File: config.mk
export PLATFORM = sky130hd
export DESIGN_NAME = uart_alu_intf
export DESIGN_NICKNAME = d
export VERILOG_FILES = /design/src/rtl/uart_alu_intf.sv
export SDC_FILE = /design/constraint.sdc
export NUM_CORES = 1
export LEC_CHECK = 0
export ABC_AREA = 1
export CORE_ASPECT_RATIO = 0.9
export CORE_MARGIN = 2
export CORE_UTILIZATION = 35
export DETAILED_ROUTE_END_ITERATION = 10
export HOLD_SLACK_MARGIN = 0.02
export PLACE_DENSITY_LB_ADDON = 0.15
export SLEW_MARGIN = 5
export SYNTH_ARGS = -nofsm -noshare
export SYNTH_HDL_FRONTEND = slang
export SYNTH_SLANG_ARGS = --single-unit
File: constraint.sdc
create_clock -name clock -period 1.4 [get_ports clock]
set_clock_uncertainty 0.15 [all_clocks]
set_input_delay 0.14 -clock clock [delete_from_list [all_inputs] [get_ports clock]]
set_output_delay 0.14 -clock clock [all_outputs]
set_load 0.01 [all_outputs]
File: src/rtl/uart_alu_intf.sv
// ---------------------------------------------------------------------------
// uart_alu_intf
//   Frames bytes from a UART rx FIFO into ALU operands and pushes the ALU
//   result into a UART tx FIFO. A frame is three bytes: operand A, operand B,
//   opcode. One cycle after the opcode is taken the combinational ALU result
//   is registered. The result is then pushed as soon as the tx FIFO has room.
//
// Parameters
//   DBIT        data byte width
//   NB_OP       opcode width (NB_OP <= DBIT); opcode = low NB_OP bits of byte
//   TIMEOUT_CYC inter-byte timeout in cycles (only with UART_ALU_TIMEOUT_EN)
//
// Ports
//   clock        single clock, rising edge
//   i_reset_n    asynchronous active-low reset
//   i_rx_empty   rx FIFO empty flag
//   i_rx_data    rx FIFO head word, valid while i_rx_empty = 0
//   o_rd_uart    rx FIFO pop strobe (combinational)
//   o_data_a     ALU operand A (registered)
//   o_data_b     ALU operand B (registered)
//   o_op         ALU opcode (registered)
//   i_alu_result combinational ALU result
//   i_tx_full    tx FIFO full flag
//   o_wr_uart    tx FIFO push strobe (combinational)
//   o_tx_data    tx FIFO write data (the result register)
//   o_timeout    one-cycle pulse when a partial frame is abandoned
//
// Configuration
//   UART_ALU_TIMEOUT_EN  when defined, a frame stalled in GET_B or GET_OP for
//                        TIMEOUT_CYC cycles is abandoned and the FSM returns
//                        to GET_A. When undefined, GET states wait forever
//                        and o_timeout is tied to 0.
// ---------------------------------------------------------------------------
module uart_alu_intf #(
  parameter int DBIT        = 8,
  parameter int NB_OP       = 6,
  parameter int TIMEOUT_CYC = 1000000
) (
  input  logic             clock,
  input  logic             i_reset_n,
  input  logic             i_rx_empty,
  input  logic [DBIT-1:0]  i_rx_data,
  output logic             o_rd_uart,
  output logic [DBIT-1:0]  o_data_a,
  output logic [DBIT-1:0]  o_data_b,
  output logic [NB_OP-1:0] o_op,
  input  logic [DBIT-1:0]  i_alu_result,
  input  logic             i_tx_full,
  output logic             o_wr_uart,
  output logic [DBIT-1:0]  o_tx_data,
  output logic             o_timeout
);

  typedef enum logic [2:0] {
    GET_A,
    GET_B,
    GET_OP,
    EXEC,
    SEND
  } state_e;

  state_e           state_q, state_d;
  logic [DBIT-1:0]  data_a_q, data_a_d;
  logic [DBIT-1:0]  data_b_q, data_b_d;
  logic [NB_OP-1:0] op_q, op_d;
  logic [DBIT-1:0]  result_q, result_d;
  logic             rd_uart, wr_uart;

`ifdef UART_ALU_TIMEOUT_EN
  localparam int              CNT_W   = (TIMEOUT_CYC > 1) ? $clog2(TIMEOUT_CYC) : 1;
  localparam logic [CNT_W-1:0] CNT_MAX = CNT_W'(TIMEOUT_CYC - 1);

  logic [CNT_W-1:0] cnt_q, cnt_d;
  logic             timeout_q, timeout_d;
`endif

  // NOTE: every signal assigned here gets a default first, so no path can
  // leave one unassigned and infer a latch.
  always_comb begin
    state_d  = state_q;
    data_a_d = data_a_q;
    data_b_d = data_b_q;
    op_d     = op_q;
    result_d = result_q;
    rd_uart  = 1'b0;
    wr_uart  = 1'b0;
`ifdef UART_ALU_TIMEOUT_EN
    cnt_d     = '0;
    timeout_d = 1'b0;
`endif

    case (state_q)
      GET_A: begin
        if (!i_rx_empty) begin
          rd_uart  = 1'b1;
          data_a_d = i_rx_data;
          state_d  = GET_B;
        end
      end
      GET_B: begin
        if (!i_rx_empty) begin
          rd_uart  = 1'b1;
          data_b_d = i_rx_data;
          state_d  = GET_OP;
        end
      end
      GET_OP: begin
        if (!i_rx_empty) begin
          rd_uart = 1'b1;
          op_d    = i_rx_data[NB_OP-1:0];
          state_d = EXEC;
        end
      end
      EXEC: begin
        result_d = i_alu_result;
        state_d  = SEND;
      end
      SEND: begin
        wr_uart = !i_tx_full;
        if (!i_tx_full) state_d = GET_A;
      end
      default: state_d = GET_A;
    endcase

`ifdef UART_ALU_TIMEOUT_EN
    // Only a wait for B or the opcode is timed; a byte present this cycle
    // wins over an expiring count because the count only runs while empty.
    if ((state_q == GET_B || state_q == GET_OP) && i_rx_empty) begin
      if (cnt_q == CNT_MAX) begin
        state_d   = GET_A;
        timeout_d = 1'b1;
      end else begin
        cnt_d = cnt_q + 1'b1;
      end
    end
`endif
  end

  // NOTE: state flops use non-blocking assignments so every flop samples
  // the pre-edge values regardless of evaluation order.
  always_ff @(posedge clock or negedge i_reset_n) begin
    if (!i_reset_n) begin
      state_q  <= GET_A;
      data_a_q <= '0;
      data_b_q <= '0;
      op_q     <= '0;
      result_q <= '0;
    end else begin
      state_q  <= state_d;
      data_a_q <= data_a_d;
      data_b_q <= data_b_d;
      op_q     <= op_d;
      result_q <= result_d;
    end
  end

`ifdef UART_ALU_TIMEOUT_EN
  always_ff @(posedge clock or negedge i_reset_n) begin
    if (!i_reset_n) begin
      cnt_q     <= '0;
      timeout_q <= 1'b0;
    end else begin
      cnt_q     <= cnt_d;
      timeout_q <= timeout_d;
    end
  end

  assign o_timeout = timeout_q;
`else
  assign o_timeout = 1'b0;
`endif

  // Strobes are gated by reset so the FIFOs never see a pop or push while
  // the block is held in reset, whatever the FIFO flags say.
  assign o_rd_uart = rd_uart && i_reset_n;
  assign o_wr_uart = wr_uart && i_reset_n;
  assign o_data_a  = data_a_q;
  assign o_data_b  = data_b_q;
  assign o_op      = op_q;
  assign o_tx_data = result_q;

endmodule
# After elaboration in Yosys (flattened, before gate mapping)
# Cells that the tools add are included.
# word_totals
regBits	33
output_inout_bits	33
elab_cells	31
# classes
n_eq_ne	8
mux	8
bitwise	1
n_reduce_logical	9
# op_table
operator	n
one-hot mux 3 bit (5 select lines)	1
two-way mux 3 bit	4
inequality test 2 bit (second input constant)	4
equality test 3 x 2 -> 1 bit (second input constant)	2
AND reduction 2 bit	3
AND reduction 4 bit	1
equality test 3 x 1 -> 1 bit (second input constant)	1
equality test 3 bit (second input constant)	1
zero test 3 bit	1
two-way mux 1 bit	3
OR reduction 3 bit	1
logical AND 1 bit	2
zero test 1 bit	1
NOT 1 bit	1

# Logic depth before layout (Yosys ltp)
# logic_depth
word_depth	4
depth_mapped	5
mapped_depth_nobuf	5

# Worst setup path before layout
# OpenSTA, ideal clock, no wires.
# synth_path
kind	reg2reg
start	reg state_q[0]
end	reg op_q[0] (netlist: o_op[0])
setup_ns	0.123
arrival_ns	0.980
t_required_ns	1.127
slack_ns	0.147
stages_incl_launch_ff	5
path_cell_list	dfrtp_1 nor2_1 nand2_2 o21ai_0 nand2_1
# synth_between
elab_chain_cells	2
# synth_rtl
element	line_no	rtl
start: declaration	62	state_e state_q, state_d;
start signal: assignment	149	state_q <= state_d;
equality test 3 x 2 -> 1 bit	92	case (state_q)
AND reduction 2 bit (no source line)	-	
end signal: assignment	152	op_q <= op_d;
end: declaration	65	logic [NB_OP-1:0] op_q, op_d;
# Every way passes these cells.
# A chain may end at the register's enable or synchronous reset.

# Worst setup path after layout
# layout_path
start	reg state_q[1]
end	out o_rd_uart
# layout_between
elab_chain_cells	4
elab_cells_between_ends	6
# layout_rtl
element	line_no	rtl
equality test 3 x 2 -> 1 bit, or another cell as far along	92	
OR reduction 3 bit (no source line) *	-	
two-way mux 1 bit *	-	
logical AND 1 bit *	175	assign o_rd_uart = rd_uart && i_reset_n;
end: declaration	43	output logic o_rd_uart,
# Every way passes the cells marked *; elsewhere a longest branch is shown, timed or not.

==> results_dict.tcl <==
set metrics [dict create \
    startpoint_type "register" \
    syn_to_final_growth_pct 58.9 \
    top_usage_layer "met2" \
    core_um2 3760 \
    met1_usage_pct 21.5 \
    avgViaCountPerCell 4.73 \
    clock-root-buffer "clkbuf_8" \
    synth_seq_cells 33 \
    num_vias 1267 \
    multi_input_area_um2 553 \
    use_met2_pct 25.8 \
    critPathSlowestCell "dfrtp_2" \
    yosysTopAreaCell "dfrtp_1" \
    placed_cell_area_um2 1990 \
    gr-usage-met3_pct 6.56 \
    worst_slack_ns -0.0342 \
    yosysWarnings 0 \
    finalPower_w 0.00480 \
    cts_hold_buffers 0 \
    first_global_vias 1227 \
    cts_buffers 5 \
    h-tree-depth 2 \
    synth_area_um2 1380 \
    drt_iter0_drc 46 \
    yosysSeqAreaShare_pct 59.9 \
    hold_path.class "primary input to async pin" \
    dieArea_um2 4450 \
    drt-pass1-iter-count 4 \
    antenna_left 0 \
    failed_checks "setup timing" \
    rsz0062_at_grt "yes" \
    cp_data_arrival_time_ns 1.14 \
    end_kind "output port" \
    drc 0 \
    tritoncts "yes" \
    p_leak_nw 1.16 \
    reg2reg_depth 6 \
    required_ns 1.11 \
    post-route-period-util_pct 102 \
    status "complete, but fails checks" \
    grt_pass1_wl_mm 5.74 \
    gr-total-overflow 0 \
    path_class "register to output port" \
    synthTopCellsByArea "dfrtp_1 60%, nand2_1 14%, o21ai_0 5.1%, nand3_1 4.4%, o21ai_1 2.9%" \
    slowest_delay_ns 0.44 \
    insertion_delay_ns 0.28 \
    cts_max_path_buffers 2 \
    seq_area_um2 827 \
    ios 53 \
    die_w_um 70.1 \
    drv_slew 0 \
    rows 21 \
    chipHeight_um 63.5 \
    finalSetupViolCount 10 \
    synth.distinct_cells 19 \
    place_congestion 0.764 \
    cts.sinks 33 \
    syn_nets 168 \
    wl_per_cell_um 13.7 \
    clock.fmax_ghz 0.697 \
    antenna_found_initial 0 \
    dpl.hpwl_mm 2.43 \
    start_util_pct 36.7 \
    fin_nets 241 \
    postSynthCellCount 148 \
    io_buffers 51 \
    path_cells "a21oi_2 -> nand2_1 -> nor2_1 -> buf_2" \
    mostFrequentLayoutCell "nand2_1" \
    cp_max_fo 3 \
    n_antenna_cell 0 \
    powerDensity_nw_per_um2 2190 \
    wl_mm 3.67 \
    vdd_drop_max_v 0.00107 \
    finish.instance_area_um2 2190 \
    cap_violations 0 \
    grt_max_degree 31 \
    final_cell_mix "46 x nand2_1, 32 x dfrtp_1, 30 x dlygate4sd2_1, 19 x clkdlybuf4s50_1, 13 x buf_4" \
    clk_pin_slew_ns 0.06 \
    fin_crit_ns 1.43 \
    grtUsageTotal_pct 16.6 \
    post_route_cells_drive_above_1_share_pct 20.7 \
    hold_violations 0 \
    nFillCells 338 \
    yosysTopAreaCellShare_pct 59.9 \
    post_synth.cell_area_avg_um2 9.31 \
]
worst paths after layout:
| check | startpoint | end | slack (ns) |
|---|---|---|---|
| worst max-delay path | state_q[1] | o_rd_uart | -0.03 |
| worst min-delay path | i_reset_n | state_q[0] | 0.12 |
| worst max register to register | state_q[1] | o_data_b[4] | -0.02 |
| worst min register to register | o_tx_data[7] | o_tx_data[7] | 0.32 |
| max in group asynchronous | i_reset_n | o_tx_data[6] | 0.56 |
| min in group clock | i_alu_result[6] | o_tx_data[6] | 0.26 |
routing by layer:
| layer | vias up | share of wire [%] |
|---|---|---|
| met5 | - | 0 |
| met4 | 0 | 1.6 |
| met3 | 7 | 5.2 |
| met2 | 35 | 49 |
| met1 | 599 | 44 |
| li1 | 626 | - |
critical path: cells and delay by family (launching register included):
family          cells  cell delay (ns)
flops               1             0.44
simple gates        2             0.15
buf+inv             1             0.13
compound gates      1             0.14
sequential cells by signal (all words and copies together), names as in the netlist:
signal / flops
o_tx_data: 8
o_data_b: 8
state_q: 3
o_data_a: 8
o_op: 6
repair_timing:
| item | in CTS | in global routing |
|---|---|---|
| endpoints found under the setup margin | 53 | 30 |
| gates resized for setup | 48 | 17 |
| gates cloned | 1 | 1 |
| pin swaps | 4 | 5 |
| buffers inserted | 1 | 6 |
layout make-up:
cell class | count | area share (%)
multi-input combinational | 102 | 25.3
inverter | 10 | 1.71
tap | 46 | 2.63
sequential | 33 | 37.8
clock buffer | 8 | 3.66
timing repair buffer | 69 | 29.0
report_power, final:
| part | total [W] | switching [W] | internal (W) |
|---|---|---|---|
| clock | 0.000672 | 0.000319 | 0.000353 |
| sequential | 0.00166 | 0.000255 | 0.00141 |
| combinational | 0.00247 | 0.00129 | 0.00118 |
| total | 0.00480 | 0.00186 | 0.00294 |
cells by family (layout without fill, tap and decap cells):
| logic type | after synthesis | after routing | share of synthesized area (%) |
|---|---|---|---|
| AOI/OAI and AO/OA | 23 | 23 | 8.36 |
| buffers and inverters | 15 | 87 | 5.54 |
| DFF | 33 | 33 | 59.9 |
| other | 1 | 1 | 0.272 |
| and+or+nand+nor | 76 | 78 | 25.9 |
synth_stat cells (all sizes together):
| master | n |
|---|---|
| nand2 | 54 |
| dfrtp | 33 |
| o21ai | 22 |
| nand3 | 12 |
| inv | 10 |
| nor2 | 7 |
| buf | 4 |
| nand4 | 2 |
| a21oi | 1 |
| clkbuf | 1 |
| conb | 1 |
| nand3b | 1 |
metrics by stage:
step	setup TNS [ns]	utilization [%]	setup slack, ns	std cells	hold WS (ns)
4_1_cts	-0.0481	55.4	-0.0266	261	0.132
3_5_place_dp	-2.09	52.9	-0.400	251	0.317
5_1_grt	-1.27	58.3	-0.108	268	0.150
3_3_place_gp	-1.21	52.9	-0.369	251	0.307
6_report	-0.118	58.3	-0.0342	268	0.123
2_1_floorplan	0	-	0.147	148	-0.306
Power figures use the tool's default switching activity.
